[config.mk]
export PLATFORM = sky130hd
export DESIGN_NAME = constraint_sample_gen_flat
export DESIGN_NICKNAME = d
export VERILOG_FILES = /design/src/rtl/constraint_sample_gen_if.sv /design/src/rtl/constraint_sample_gen.sv /design/src/flat_wrapper.sv
export SDC_FILE = /design/constraint.sdc
export NUM_CORES = 1
export LEC_CHECK = 0
export BUFFER_PORTS_ARGS = -buffer_cell sky130_fd_sc_hd__buf_2
export CORE_AREA = 2 2 67 69
export CTS_BUF_LIST = sky130_fd_sc_hd__clkbuf_8
export CTS_CLUSTER_SIZE = 30
export DETAILED_ROUTE_END_ITERATION = 10
export DIE_AREA = 0 0 69 71
export PLACE_DENSITY = 0.88
export SLEW_MARGIN = 30
export SYNTH_ARGS = -nofsm -noshare
export SYNTH_HDL_FRONTEND = slang
export SYNTH_SLANG_ARGS = --single-unit
[constraint.sdc]
create_clock -name clk -period 1.75 [get_ports clk]
set_clock_uncertainty 0.15 [all_clocks]
set_input_delay 0.175 -clock clk [delete_from_list [all_inputs] [get_ports clk]]
set_output_delay 0.175 -clock clk [all_outputs]
set_load 0.005 [all_outputs]
[src/rtl/constraint_sample_gen_if.sv]
`default_nettype none
// ============================================================================
//  Module   : constraint_sample_gen_if
//  Purpose  : Handshake / control bundle between the constrained sample
//             generator (master) and its consumer/controller (slave).
//  Revision : 1.0  - initial release
// ----------------------------------------------------------------------------
//  Signals
//    start        ctrl -> gen   request one sample (honoured in IDLE only)
//    auto_mode    ctrl -> gen   latched at start; regenerate after handshake
//    seed_load    ctrl -> gen   load seed_in into the LFSR (IDLE only)
//    seed_in      ctrl -> gen   seed value (0 is replaced by the reset seed)
//    sample_ready ctrl -> gen   consumer accepts the offered sample
//    sample_valid gen  -> ctrl  sample holds a legal value
//    sample       gen  -> ctrl  legal assignment (MSB clear when valid)
//    busy         gen  -> ctrl  generator is not idle
//    fail         gen  -> ctrl  one-cycle pulse: candidate budget exhausted
//    tries        gen  -> ctrl  candidates evaluated for current request
//    accept_cnt   gen  -> ctrl  completed handshakes (wrapping)
// ============================================================================
interface constraint_sample_gen_if #(
  parameter int WIDTH = 8,
  parameter int TW    = 5
) ();
  logic             start;
  logic             auto_mode;
  logic             seed_load;
  logic [WIDTH-1:0] seed_in;
  logic             sample_ready;
  logic             sample_valid;
  logic [WIDTH-1:0] sample;
  logic             busy;
  logic             fail;
  logic [TW-1:0]    tries;
  logic [15:0]      accept_cnt;

  modport master (
    input  start, auto_mode, seed_load, seed_in, sample_ready,
    output sample_valid, sample, busy, fail, tries, accept_cnt
  );

  modport slave (
    output start, auto_mode, seed_load, seed_in, sample_ready,
    input  sample_valid, sample, busy, fail, tries, accept_cnt
  );
endinterface
`default_nettype wire

[src/rtl/constraint_sample_gen.sv]
`default_nettype none
// ============================================================================
//  Module   : constraint_sample_gen
//  Purpose  : Produces values satisfying the MSB-clear constraint. Candidates
//             come from an 8-bit Galois LFSR (taps 0xB8) and are filtered by
//             rejection sampling, one candidate per clock. Legal samples are
//             offered on a valid/ready handshake.
//  Revision : 1.0  - initial release
// ----------------------------------------------------------------------------
//  Ports
//    clk    in  rising-edge clock
//    rst_n  in  asynchronous active-low reset (release expected synchronous)
//    bus    master modport of constraint_sample_gen_if (see interface file)
// ============================================================================
module constraint_sample_gen #(
  parameter int               WIDTH     = 8,
  parameter logic [WIDTH-1:0] SEED      = 8'hA5,
  parameter int               MAX_TRIES = 16,
  parameter int               TW        = $clog2(MAX_TRIES + 1)
) (
  input  logic                     clk,
  input  logic                     rst_n,
  constraint_sample_gen_if.master  bus
);

  localparam logic [1:0]       S_IDLE = 2'd0;
  localparam logic [1:0]       S_GEN  = 2'd1;
  localparam logic [1:0]       S_HOLD = 2'd2;

  localparam logic [WIDTH-1:0] c_POLY   = WIDTH'(8'hB8);
  localparam logic [TW:0]      c_MAXTRY = (TW+1)'(MAX_TRIES);

  logic [1:0]       r_state;
  logic [1:0]       w_state_next;
  logic [WIDTH-1:0] r_lfsr;
  logic [WIDTH-1:0] r_sample;
  logic             r_fail;
  logic [TW-1:0]    r_tries;
  logic [15:0]      r_accept_cnt;
  logic             r_auto;

  logic [WIDTH-1:0] w_cand;
  logic             w_cand_legal;
  logic [TW:0]      w_tries_inc;
  logic             w_exhausted;
  logic             w_handshake;
  logic             w_busy;
  logic             w_valid;

  // Galois step; the LFSR can never reach zero because a zero seed is
  // replaced by SEED on load.
  assign w_cand       = (r_lfsr >> 1) ^ (r_lfsr[0] ? c_POLY : '0);
  assign w_cand_legal = ~w_cand[WIDTH-1];
  // One extra bit so the comparison against MAX_TRIES cannot wrap.
  assign w_tries_inc  = {1'b0, r_tries} + {{TW{1'b0}}, 1'b1};
  assign w_exhausted  = (w_tries_inc == c_MAXTRY);
  assign w_handshake  = (r_state == S_HOLD) && bus.sample_ready;

  // --------------------------------------------------------------------------
  // State register
  // --------------------------------------------------------------------------
  always_ff @(posedge clk or negedge rst_n) begin
    if (!rst_n) begin
      r_state <= S_IDLE;
    end else begin
      r_state <= w_state_next;
    end
  end

  // --------------------------------------------------------------------------
  // Next-state logic
  // --------------------------------------------------------------------------
  always_comb begin
    w_state_next = r_state;
    case (r_state)
      S_IDLE: begin
        // seed_load wins over start in the same cycle
        if (!bus.seed_load && bus.start) begin
          w_state_next = S_GEN;
        end
      end
      S_GEN: begin
        if (w_cand_legal) begin
          w_state_next = S_HOLD;
        end else if (w_exhausted) begin
          w_state_next = S_IDLE;
        end
      end
      S_HOLD: begin
        if (w_handshake) begin
          w_state_next = r_auto ? S_GEN : S_IDLE;
        end
      end
      default: w_state_next = S_IDLE;
    endcase
  end

  // --------------------------------------------------------------------------
  // Output decode: a sample is valid exactly while HOLD is occupied, which
  // also guarantees fail (only raised on GEN->IDLE) never overlaps it.
  // --------------------------------------------------------------------------
  always_comb begin
    w_busy  = 1'b0;
    w_valid = 1'b0;
    case (r_state)
      S_GEN:   w_busy = 1'b1;
      S_HOLD: begin
        w_busy  = 1'b1;
        w_valid = 1'b1;
      end
      default: begin
        w_busy  = 1'b0;
        w_valid = 1'b0;
      end
    endcase
  end

  // --------------------------------------------------------------------------
  // Datapath registers
  // --------------------------------------------------------------------------
  always_ff @(posedge clk or negedge rst_n) begin
    if (!rst_n) begin
      r_lfsr       <= SEED;
      r_sample     <= '0;
      r_fail       <= 1'b0;
      r_tries      <= '0;
      r_accept_cnt <= '0;
      r_auto       <= 1'b0;
    end else begin
      r_fail <= 1'b0;
      case (r_state)
        S_IDLE: begin
          if (bus.seed_load) begin
            r_lfsr <= (bus.seed_in == '0) ? SEED : bus.seed_in;
          end else if (bus.start) begin
            r_tries <= '0;
            r_auto  <= bus.auto_mode;
          end
        end
        S_GEN: begin
          r_lfsr  <= w_cand;
          r_tries <= w_tries_inc[TW-1:0];
          if (w_cand_legal) begin
            r_sample <= w_cand;
          end else if (w_exhausted) begin
            r_fail <= 1'b1;
          end
        end
        S_HOLD: begin
          if (w_handshake) begin
            r_accept_cnt <= r_accept_cnt + 16'd1;
            if (r_auto) begin
              r_tries <= '0;
            end
          end
        end
        default: begin
          r_fail <= 1'b0;
        end
      endcase
    end
  end

  assign bus.sample_valid = w_valid;
  assign bus.sample       = r_sample;
  assign bus.busy         = w_busy;
  assign bus.fail         = r_fail;
  assign bus.tries        = r_tries;
  assign bus.accept_cnt   = r_accept_cnt;

endmodule
`default_nettype wire

[src/flat_wrapper.sv]
// flat-port wrapper written by rule: the top's interface ports become plain ports
module constraint_sample_gen_flat 
#(
  parameter int               WIDTH     = 8,
  parameter logic [WIDTH-1:0] SEED      = 8'hA5,
  parameter int               MAX_TRIES = 16,
  parameter int               TW        = $clog2(MAX_TRIES + 1)
)
  (clk, rst_n, bus_start, bus_auto_mode, bus_seed_load, bus_seed_in, bus_sample_ready, bus_sample_valid, bus_sample, bus_busy, bus_fail, bus_tries, bus_accept_cnt);
  constraint_sample_gen_if #(.WIDTH(WIDTH), .TW(TW)) bus_i ();
  input  logic clk;
  input  logic rst_n;
  input wire logic [$bits(bus_i.start)-1:0] bus_start;
  input wire logic [$bits(bus_i.auto_mode)-1:0] bus_auto_mode;
  input wire logic [$bits(bus_i.seed_load)-1:0] bus_seed_load;
  input wire logic [$bits(bus_i.seed_in)-1:0] bus_seed_in;
  input wire logic [$bits(bus_i.sample_ready)-1:0] bus_sample_ready;
  output wire logic [$bits(bus_i.sample_valid)-1:0] bus_sample_valid;
  output wire logic [$bits(bus_i.sample)-1:0] bus_sample;
  output wire logic [$bits(bus_i.busy)-1:0] bus_busy;
  output wire logic [$bits(bus_i.fail)-1:0] bus_fail;
  output wire logic [$bits(bus_i.tries)-1:0] bus_tries;
  output wire logic [$bits(bus_i.accept_cnt)-1:0] bus_accept_cnt;
  assign bus_i.start = bus_start;
  assign bus_i.auto_mode = bus_auto_mode;
  assign bus_i.seed_load = bus_seed_load;
  assign bus_i.seed_in = bus_seed_in;
  assign bus_i.sample_ready = bus_sample_ready;
  assign bus_sample_valid = bus_i.sample_valid;
  assign bus_sample = bus_i.sample;
  assign bus_busy = bus_i.busy;
  assign bus_fail = bus_i.fail;
  assign bus_tries = bus_i.tries;
  assign bus_accept_cnt = bus_i.accept_cnt;
  constraint_sample_gen #(.WIDTH(WIDTH), .SEED(SEED), .MAX_TRIES(MAX_TRIES), .TW(TW)) u_core (.clk(clk), .rst_n(rst_n), .bus(bus_i));
endmodule
# Word level (Yosys, flattened, before mapping)
# Index checks and enable logic that the tools add are counted.
[classes]
add_sub_neg = 2
n_mux = 20
n_eq_ne = 10
n_bitwise = 3
reduce_logical = 14
[op_table]
columns = ["cell", "n"]
rows = [
  ["8-bit two-way mux", 3],
  ["5-bit two-way mux", 4],
  ["16-bit by 1-bit adder with 16-bit output (second input constant)", 1],
  ["8-bit one-hot mux with 2 select lines", 1],
  ["5-bit one-hot mux with 3 select lines", 1],
  ["8-bit logical NOT", 1],
  ["2-bit two-way mux", 4],
  ["7-bit by 8-bit XOR with 8-bit output", 1],
  ["5-bit by 1-bit adder with 6-bit output (second input constant)", 1],
  ["6-bit by 5-bit == test with 1-bit output (second input constant)", 1],
  ["1-bit two-way mux", 6],
  ["2-bit by 1-bit != test with 1-bit output (second input constant)", 3],
  ["2-bit != test (second input constant)", 3],
  ["2-bit one-hot mux with 3 select lines", 1],
  ["2-bit AND reduction", 3],
  ["3-bit AND reduction", 2],
  ["5-bit AND reduction", 1],
  ["3-bit != test (second input constant)", 1],
  ["3-bit nonzero test", 1],
  ["2-bit by 1-bit == test with 1-bit output (second input constant)", 1],
  ["2-bit == test (second input constant)", 1],
  ["1-bit logical AND", 2],
  ["2-bit logical NOT", 1],
  ["1-bit NOT", 2],
  ["3 further kinds", 3],
]
[word_totals]
wordCells = 56
out_inout_bits = 32
inputBits = 14
register_bits = 40

# Longest topological paths before layout
# Gate-level depths: netlist (run 1).
[depth]
word_depth = 5
mapped_depth = 6

# Least setup slack after synthesis (run 1)
# No wires, ideal clock.
[synth_path]
path_kind = "register to register"
startpoint = "register u_core.r_state[0]"
endpoint = "register u_core.r_tries[3] (netlist: u_core.bus.tries[3])"
slack_ps = -139
n_path_buf = 0
arrival_time_ps = 1670
stages_incl_launch_ff = 7
cell_sequence = "dfrtp_1 > inv_1 > ha_1 > nand2b_1 > o2111ai_4 > or4b_1 > nand3_1"
[synth_via]
elab_chain_len = 4
[synth_rtl]
columns = ["element", "line", "source"]
rows = [
  ["from (decl)", "constraint_sample_gen.sv:33", "logic [1:0] r_state;"],
  ["from (signal assigned)", "constraint_sample_gen.sv:66", "r_state <= w_state_next;"],
  ["2-bit == test", "constraint_sample_gen.sv:57, constraint_sample_gen.sv:131", ""],
  ["1-bit logical AND", "constraint_sample_gen.sv:57", "assign w_handshake = (r_state == S_HOLD) && bus.sample_ready;"],
  ["2-bit by 1-bit != test with 1-bit output (no source line)", "n/a", ""],
  ["5-bit AND reduction (no source line)", "n/a", ""],
  ["to (signal assigned)", "constraint_sample_gen.sv:142", "r_tries <= w_tries_inc[TW-1:0];"],
  ["to (decl)", "constraint_sample_gen.sv:38", "logic [TW-1:0] r_tries;"],
]
# Parallel ways exist; a longest one is shown, timed or not.
# A chain may end at the register's enable or synchronous reset.

# Worst setup path in the final report (run 1)
[layout_path]
startpoint = "register u_core.r_state[0]"
endpoint = "output port bus_sample_valid"
[layout_via]
elab_chain_len = 2
[layout_rtl]
columns = ["element", "line", "source"]
rows = [
  ["2-bit == test", "constraint_sample_gen.sv:105", "case (r_state)"],
  ["1-bit two-way mux", "constraint_sample_gen.sv:105", ""],
  ["to (decl)", "flat_wrapper.sv:18", "output wire logic [$bits(bus_i.sample_valid)-1:0] bus_sample_valid;"],
]
# Every way passes these cells.

==> results of run 1 <==
==> stage by stage <==
stage | setup TNS, ns | worst slack [ns] | std cells | cell area (um2)
2_1_floorplan | -0.0259 | -0.0130 | 189 | 2070
3_3_place_gp | 0 | 0.0132 | 292 | 2420
3_5_place_dp | -0.139 | -0.0524 | 292 | 2420
4_1_cts | 0 | 0.00136 | 307 | 2590
5_1_grt | -0.136 | -0.0264 | 309 | 2660
6_report | 0 | 0.0312 | 309 | 2660
==> placed cells by master (no fill, tap or decap), types with 2 or more instances in the layout <==
master         instances
mux2_2                10
dfrtp_1               35
nand4_1                4
xnor2_1               14
o221ai_1               2
a21o_1                 2
and3_1                 2
clkinv_2               2
o221a_2                2
or4b_1                 2
mux2i_1                2
buf_4                 17
nor3_1                 2
buf_2                 44
inv_2                  3
nand3b_1               3
ha_4                   3
nand2b_4               2
clkbuf_8               6
and4_1                 2
ha_1                   4
a21oi_1                3
nand3_1               10
o21ai_1                2
and4_4                 2
buf_6                  2
xor2_1                 4
dfstp_2                4
nand2_1               27
nor2_1                 5
dlygate4sd3_1          3
o21ai_0                9
nand2b_1               4
==> worst min path at each step <==
stage / endpoint / slack [ns] / depth (start not counted) / from
global route: u_core.r_lfsr[0]$_DFFE_PN1P_ / 0.003 / 2 / bus_seed_in[0]
CTS: u_core.r_lfsr[0]$_DFFE_PN1P_ / 0.02 / 2 / bus_seed_in[0]
finish: u_core.r_lfsr[0]$_DFFE_PN1P_ / 0.03 / 2 / bus_seed_in[0]
floorplan: u_core.bus.accept_cnt[0]$_DFFE_PN0P_ / -0.27 / 0 / rst_n
global placement: u_core.bus.accept_cnt[4]$_DFFE_PN0P_ / 0.11 / 2 / rst_n
detailed placement: u_core.bus.accept_cnt[4]$_DFFE_PN0P_ / 0.12 / 2 / rst_n
==> timing repair <==
item / in CTS / in global routing
gates resized for setup: 5 / 11
pin swaps: 0 / 11
buffers inserted: 4 / 2
endpoints found under the hold margin: 38 / 0
endpoints found under the setup margin: 7 / 17
hold buffers: 3 / 0
==> power by group through the flow <==
stage / combinational (W) / sequential (W) / clock [W]
finish: 0.00185 / 0.00153 / 0.000641
global route: 0.00203 / 0.00158 / 0.000704
CTS: 0.00174 / 0.00152 / 0.000652
detailed placement: 0.00163 / 0.00154 / 0
global placement: 0.00158 / 0.00153 / 0
floorplan: 0.00108 / 0.00148 / 0
==> layout make-up <==
type                            instances  area share
Sequential cell                        40       0.379
Multi-Input combinational cell        139       0.405
Timing Repair Buffer                   66       0.151
Clock inverter                          2     0.00377
Tap cell                               52      0.0245
Inverter                                4     0.00565
Clock buffer                            6      0.0311
==> cell families after synthesis <==
family / after synthesis / synth area share
compound gates: 26 / 0.0954
xor+xnor: 18 / 0.0771
fa+ha+maj: 8 / 0.0489
buf+inv: 10 / 0.0220
flops: 40 / 0.492
mux: 13 / 0.0697
other cells: 1 / 0.00183
simple gates: 73 / 0.193
==> worst max-delay path: stages, from the launching register on <==
cell	delay, ns
dfrtp_1	0.43
inv_2	0.13
ha_4	0.21
buf_4	0.13
buf_4	0.10
buf_2	0.11
==> sequential cells by signal, summed over array words and instances, names as in the netlist <==
name                   flops
u_core.bus.accept_cnt     16
u_core.r_lfsr              8
u_core.bus.sample          7
u_core.bus.tries           5
u_core.r_state             2
u_core.bus.fail            1
u_core.r_auto              1
==> per-layer routing <==
layer  vias to the layer above  GRT usage  share of wire
met4                         0     0.0719          0.012
met3                         8     0.0570          0.051
met2                        44      0.295           0.47
li1                        800          -              -
met5                         -          0              0
met1                       790      0.244           0.47
==> flow_summary.json, run 1 <==
{
  "drt-pass1-iter-count": 4,
  "r2r_slack_ns": 0.04,
  "end_kind": "output pin",
  "synth_nets": 211,
  "hold_viol_final": 0,
  "start_util": 0.487,
  "r2r_cells": 5,
  "cts_sinks": 40,
  "root_buffer": "clkbuf_8",
  "rr_endpoint": "u_core.r_state[0]$_DFFE_PN0P_",
  "clkPwrFrac": 0.160,
  "synthTopCellsByCount": "dfrtp_1 (36), nand2_1 (27), xnor2_1 (14)",
  "gp_congestion": 0.856,
  "cts_made_buffers": 5,
  "leakagePower_nw": 1.27,
  "rr_startpoint": "u_core.r_state[0]$_DFFE_PN0P_",
  "cp_max_fo": 7,
  "htree_levels": 2,
  "seqCellArea_um2": 1010,
  "worstSetupStartpoint": "u_core.r_state[0]$_DFFE_PN0P_",
  "syn_area_per_cell_um2": 10.8,
  "grt_remaining_overflow": 0,
  "grt_max_degree": 41,
  "synth_edf_count": 0,
  "seq_area_frac_synth": 0.492,
  "rsz0062_at_grt": "true",
  "core_um2": 4200,
  "cts_tree": "yes",
  "power.total_w": 0.00402,
  "dp_hpwl_mm": 3.08,
  "worstPathRequired_ns": 1.42,
  "die_area_um2": 4900,
  "critPathCapture": "bus_sample_valid",
  "fp.dieH_um": 71,
  "syn_inst": 189,
  "path_clk_slew_ns": 0.08,
  "internal-power_w": 0.00258,
  "critPathLaunchType": "flip-flop",
  "min_path_type": "input port to flip-flop",
  "max-slew-margin-rel": 0.665,
  "nFillCells": 331,
  "tightest_slew_ns": 0.502,
  "drc": 0,
  "arrival_ns": 1.39,
  "synth_top_flop_cell": "dfrtp_1",
  "ys_ff_latch": 40,
  "grt_pass1_vias": 1604,
  "synth_cell_types": 42,
  "cap_violations": 0,
  "min_period_ns": 1.72,
  "clockBufferDepth": 2,
  "vdd_ir_drop_max_mv": 0.781,
  "slew_violations": 0,
  "setup_viol": 0,
  "pin_count": 46,
  "vias": 1642,
  "p_switching_w": 0.00144,
  "pwr_density_cell_nw_per_um2": 1510,
  "antenna_cells": 0,
  "rows": 24,
  "wire_per_inst_um": 14.1,
  "io_buffers": 44,
  "drive_above_1_share": 0.409,
  "synthArstFlopShare": 1.00,
  "synth.most_common_cell": "dfrtp_1",
  "grt_pass1_wl_mm": 7.33,
  "ant_nets": 0,
  "fin_crit_sh": 0.982,
  "via_per_inst": 5.31,
  "antenna_found_initial": 0,
  "seqPwrFrac": 0.380,
  "dieWidth_um": 69,
  "area_growth_pct": 29.8,
  "critical_path_class": "flip-flop to output pin",
  "wirelength_mm": 4.35,
  "synth_top_area_share": 0.440,
  "synth_area_leaders": "dfrtp_1 (44%), xnor2_1 (6.0%), mux2_2 (5.5%)",
  "synthesis.area_um2": 2050,
  "post-route-util": 0.632,
  "power_frac_comb": 0.460,
  "drt_iter0_markers": 80,
  "fmax_mhz": 582,
  "multi_input_area_um2": 1080,
  "swShare": 0.357,
  "status": "completed",
  "nets": 278,
  "gr-usage-all-layers": 0.187,
  "clk_latency_ns": 0.29,
  "holdWs_ns": 0.0280,
  "ys_warn_count": 0,
  "netlist.top_cell.by_area": "dfrtp_1"
}
Note: power is estimated with default switching activity, not from simulation.
==> inputs of run 2 (changes only) <==
Settings changed: CELL_PAD_IN_SITES_DETAIL_PLACEMENT set to 2, CELL_PAD_IN_SITES_GLOBAL_PLACEMENT set to 2, CORE_AREA 2 2 67 69 to 2 2 86 88, CTS_BUF_LIST sky130_fd_sc_hd__clkbuf_8 to sky130_fd_sc_hd__clkbuf_16, DIE_AREA 0 0 69 71 to 0 0 88 90, PLACE_DENSITY 0.88 to 0.85.
==> flow_summary.json, run 2 (synthesized netlist as in run 1, its figures left out) <==
{
  "hp-start": "bus_seed_in[7]",
  "root_buffer": "clkbuf_16",
  "gp_congestion": 0.765,
  "drive_above_1_share": 0.445,
  "clk_latency_ns": 0.28,
  "pin_count": 46,
  "vdd_ir_drop_max_mv": 0.600,
  "layout_commonest_cell": "buf_2",
  "wirelength_mm": 5.97,
  "arrival_ns": 1.85,
  "fin_tns_setup_ns": -0.0316,
  "r2r_slack_ns": -0.03,
  "r2r_cells": 6,
  "path_buf_inv": 2,
  "setup_ws_ns": -0.0274,
  "min_path_type": "input port to flip-flop",
  "cpMostUsedCell": "inv_4",
  "multi_input_area_um2": 1110,
  "slew_violations": 0,
  "critPathLaunchType": "flip-flop",
  "rr_endpoint": "u_core.bus.tries[3]$_DFFE_PN0P_",
  "grt_max_degree": 24,
  "largest_reg_flops": 16,
  "critPathSlowestCell": "or4b_4",
  "rows": 31,
  "end_kind": "flip-flop",
  "holdWs_ns": 0.0156,
  "antenna_cells": 0,
  "cts_tree": "yes",
  "post-route-util": 0.407,
  "leakagePower_nw": 1.34,
  "clockBufferDepth": 2,
  "power.total_w": 0.00466,
  "cts_sinks": 40,
  "area_growth_pct": 39.5,
  "drt_iter0_markers": 53,
  "min_period_ns": 1.78,
  "pwr_density_cell_nw_per_um2": 1630,
  "ant_nets": 0,
  "seqCellArea_um2": 1010,
  "rr_startpoint": "u_core.r_state[1]$_DFFE_PN0P_",
  "dieWidth_um": 88,
  "dp_hpwl_mm": 4.27,
  "whs_path_depth": 2,
  "status": "complete, but fails checks",
  "min_to": "u_core.r_lfsr[7]$_DFFE_PN1P_",
  "start_util": 0.291,
  "cts_made_buffers": 5,
  "drc": 0,
  "io_buffers": 44,
  "layout_common_cells": "buf_2 (44), dfrtp_1 (33), nand2_1 (27)",
  "slowest_delay_ns": 0.55,
  "fp.dieH_um": 90,
  "cp_max_fo": 6,
  "die_area_um2": 7920,
  "nFillCells": 755,
  "grt_pass1_vias": 1941,
  "violations": "setup timing",
  "worstPathRequired_ns": 1.82,
  "cap_violations": 0,
  "core_um2": 7020,
  "vias": 1709,
  "nets": 277,
  "hold_viol_final": 0,
  "setup_viol": 2,
  "path_cells": "inv_4 > ha_4 > inv_4 > o2111ai_4 > or4b_4 > nand3_2",
  "drt-pass1-iter-count": 4,
  "wire_per_inst_um": 16.8,
  "crit_family": "simple AND/OR/NAND/NOR gates",
  "via_per_inst": 4.81,
  "grt_pass1_wl_mm": 9.94,
  "gr-usage-all-layers": 0.159,
  "critical_path_class": "flip-flop to flip-flop",
  "rsz0062_at_grt": "true",
  "antenna_found_initial": 0,
  "fin_crit_sh": 1.02,
  "grt_remaining_overflow": 0,
  "fmax_mhz": 563,
  "path_clk_slew_ns": 0.06,
  "htree_levels": 2
}
-- run 2: layout make-up --
type,instances,area share
multi-input cells,139,0.388
repair buffers,65,0.150
flip-flops and latches,40,0.354
clock inverters,3,0.0136
inverters,4,0.00789
clock buffers,5,0.0438
well taps,99,0.0434
-- run 2: metal layers --
layer  vias to the layer above  track usage  wire (um)
met2                        38        0.278       3130
met3                         2       0.0358        241
met1                       867        0.199       2580
met4                         0       0.0308         24
met5                         -            0          0
li1                        802            -          -
-- run 2: worst max-delay path by stage --
stage / startpoint / to / slack, ns / depth (start not counted)
5_1_grt: u_core.r_state[0]$_DFFE_PN0P_ / u_core.bus.accept_cnt[13]$_DFFE_PN0P_ / -0.11 / 6
4_1_cts: u_core.r_state[0]$_DFFE_PN0P_ / u_core.bus.tries[4]$_DFFE_PN0P_ / 0.0008 / 6
3_3_place_gp: u_core.r_state[1]$_DFFE_PN0P_ / u_core.bus.tries[4]$_DFFE_PN0P_ / 0.02 / 6
2_1_floorplan: u_core.r_state[0]$_DFFE_PN0P_ / u_core.bus.tries[3]$_DFFE_PN0P_ / -0.01 / 6
6_report: u_core.r_state[1]$_DFFE_PN0P_ / u_core.bus.tries[3]$_DFFE_PN0P_ / -0.03 / 6
3_5_place_dp: u_core.r_state[0]$_DFFE_PN0P_ / u_core.bus.tries[3]$_DFFE_PN0P_ / -0.07 / 6
-- run 2: timing repair --
action / 4_1_cts / 5_1_grt
gates resized for setup: 11 / 19
pin swaps: 3 / 7
hold buffers: 2 / 0
buffers inserted: 3 / 2
hold endpoints to repair: 18 / 0
setup endpoints to repair: 12 / 25
-- run 2: power breakdown --
group          switching, W  internal (W)  total, W
logic              0.000979       0.00110   0.00208
registers          0.000292       0.00126   0.00155
clock network      0.000371      0.000665   0.00104
-- run 2: per-stage QoR --
step | cell area [um2] | std cells | setup slack [ns]
global placement | 2510 | 340 | 0.0196
finish | 2850 | 355 | -0.0274
global route | 2850 | 355 | -0.107
CTS | 2770 | 353 | 0.000763
floorplan | 2070 | 189 | -0.0130
detailed placement | 2510 | 340 | -0.0728
-- run 2: worst register-to-register path: stages (launching register included) --
cell,delay [ns]
dfrtp_2,0.45
inv_4,0.07
ha_4,0.20
inv_4,0.08
o2111ai_4,0.14
or4b_4,0.55
nand3_2,0.07
==> inputs of run 3 (changes only) <==
Settings changed: REMOVE_ABC_BUFFERS set to 1.
==> flow_summary.json, run 3 (synthesized netlist as in run 1, its figures left out) <==
{
  "drc": 0,
  "met3_usage": 0.0349,
  "fmax_mhz": 569,
  "violations": "setup timing",
  "die_area_um2": 7920,
  "pin_count": 46,
  "setup_viol": 1,
  "path_cells": "buf_6 > ha_4 > inv_2 > o2111ai_4 > or4b_4 > nand3_2",
  "drive_above_1_share": 0.458,
  "cts_sinks": 40,
  "rsz0062_at_grt": "true",
  "antenna_cells": 0,
  "start_util": 0.291,
  "pwr_density_cell_nw_per_um2": 1630,
  "path_clk_slew_ns": 0.06,
  "core_um2": 7020,
  "end_kind": "flip-flop",
  "dp_hpwl_mm": 4.17,
  "clockBufferDepth": 2,
  "vias": 1741,
  "via_per_inst": 4.82,
  "root_buffer": "clkbuf_16",
  "wire_per_inst_um": 17.2,
  "power.total_w": 0.00461,
  "min_period_ns": 1.76,
  "grt_remaining_overflow": 0,
  "tightest_slew_ns": 0.525,
  "p_switching_w": 0.00171,
  "setup_ws_ns": -0.00772,
  "stdcell_area_um2": 2830,
  "fin_crit_sh": 1.00,
  "slowest_delay_ns": 0.54,
  "fp.dieH_um": 90,
  "area_growth_pct": 38.5,
  "leakagePower_nw": 1.32,
  "cp_max_fo": 4,
  "gr-usage-all-layers": 0.161,
  "antenna_found_initial": 0,
  "critPathLaunchType": "flip-flop",
  "max-slew-margin-rel": 0.650,
  "hold_viol_final": 0,
  "htree_levels": 2,
  "cap_violations": 0,
  "worstPathRequired_ns": 1.82,
  "layout.cells.non_filler": 361,
  "drt_iter0_markers": 40,
  "io_buffers": 44,
  "path_buf_inv": 2,
  "internal-power_w": 0.00290,
  "slew_violations": 0,
  "clk_latency_ns": 0.28,
  "gr-usage-met1": 0.196,
  "cts_made_buffers": 5,
  "layout_commonest_cell": "buf_2",
  "drt-pass1-iter-count": 4,
  "crit_family": "simple AND/OR/NAND/NOR gates",
  "busiest_layer": "met2",
  "gp_congestion": 0.787,
  "critical_path_class": "flip-flop to flip-flop",
  "clkPwrFrac": 0.197,
  "grtUsageMet2": 0.279,
  "status": "complete, but fails checks",
  "swShare": 0.371,
  "grt_max_degree": 41,
  "dieWidth_um": 88,
  "cts_tree": "yes",
  "seqPwrFrac": 0.335,
  "vdd_ir_drop_max_mv": 0.425,
  "dpl.cell_count": 346,
  "rows": 31,
  "power_frac_comb": 0.468,
  "grt_pass1_vias": 1990,
  "nets": 283,
  "grt_pass1_wl_mm": 9.93,
  "critPathSlowestCell": "or4b_4",
  "arrival_ns": 1.83,
  "ant_nets": 0,
  "placed_area_um2": 2510,
  "largest_reg_flops": 16,
  "min_path_type": "input port to flip-flop",
  "layout_common_cells": "buf_2 (44), dfrtp_1 (34), nand2_1 (27)",
  "wirelength_mm": 6.23
}
run 3: final cells by class:
cell class / count / area, um2
Clock buffer: 5 / 125
Clock inverter: 3 / 18.8
Fill cell: 742 / 4190
Inverter: 4 / 15.0
Multi-Input combinational cell: 139 / 1100
Sequential cell: 40 / 1010
Tap cell: 99 / 124
Timing Repair Buffer: 71 / 443
run 3: power groups by stage:
stage	Combinational [W]	Sequential [W]	Clock (W)
finish	0.00216	0.00154	0.000906
global route	0.00237	0.00158	0.000973
CTS	0.00202	0.00154	0.000930
detailed placement	0.00179	0.00153	0
global placement	0.00169	0.00150	0
floorplan	0.000968	0.00150	0
run 3: routing by layer:
metal,routed length [um],up-vias
li1,-,810
met1,2610,875
met2,3250,44
met3,218,12
met4,144,0
met5,0,-
run 3: stage by stage:
stage | setup slack [ns] | TNS, ns | utilization | hold WS (ns)
after global placement | 0.00908 | 0 | 0.358 | 0.120
after CTS | 0.00297 | 0 | 0.393 | 0.00831
after floorplan | -0.397 | -3.77 | - | -0.271
after detailed placement | -0.127 | -0.690 | 0.358 | 0.128
final | -0.00772 | -0.00772 | 0.404 | 0.0159
after global routing | -0.0577 | -0.392 | 0.404 | 0.0168
run 3: path summary, 6_finish.rpt:
path / startpoint / end / slack [ns] / cells past startpoint
min in group asynchronous: rst_n / u_core.bus.accept_cnt[3]$_DFFE_PN0P_ / 0.34 / 3
worst max register to register: u_core.r_state[1]$_DFFE_PN0P_ / u_core.bus.tries[4]$_DFFE_PN0P_ / -0.008 / 6
max in group asynchronous: rst_n / u_core.bus.tries[0]$_DFFE_PN0P_ / 0.71 / 3
worst min register to register: u_core.bus.accept_cnt[15]$_DFFE_PN0P_ / u_core.bus.accept_cnt[15]$_DFFE_PN0P_ / 0.31 / 1
worst min-delay path: bus_seed_in[7] / u_core.r_lfsr[7]$_DFFE_PN1P_ / 0.02 / 2
worst max-delay path: u_core.r_state[1]$_DFFE_PN0P_ / u_core.bus.tries[4]$_DFFE_PN0P_ / -0.008 / 6
run 3: worst register-to-register path: stages, from the launching register on:
cell	delay [ns]
dfrtp_2	0.45
buf_6	0.14
ha_4	0.15
inv_2	0.08
o2111ai_4	0.12
or4b_4	0.54
nand3_2	0.07
run 3: repair_timing:
item,in CTS,in global routing
gates resized for setup,22,11
pin swaps,6,7
endpoints found under the hold margin,37,0
setup endpoints to repair,18,13
hold buffers,2,0
setup buffers,1,4
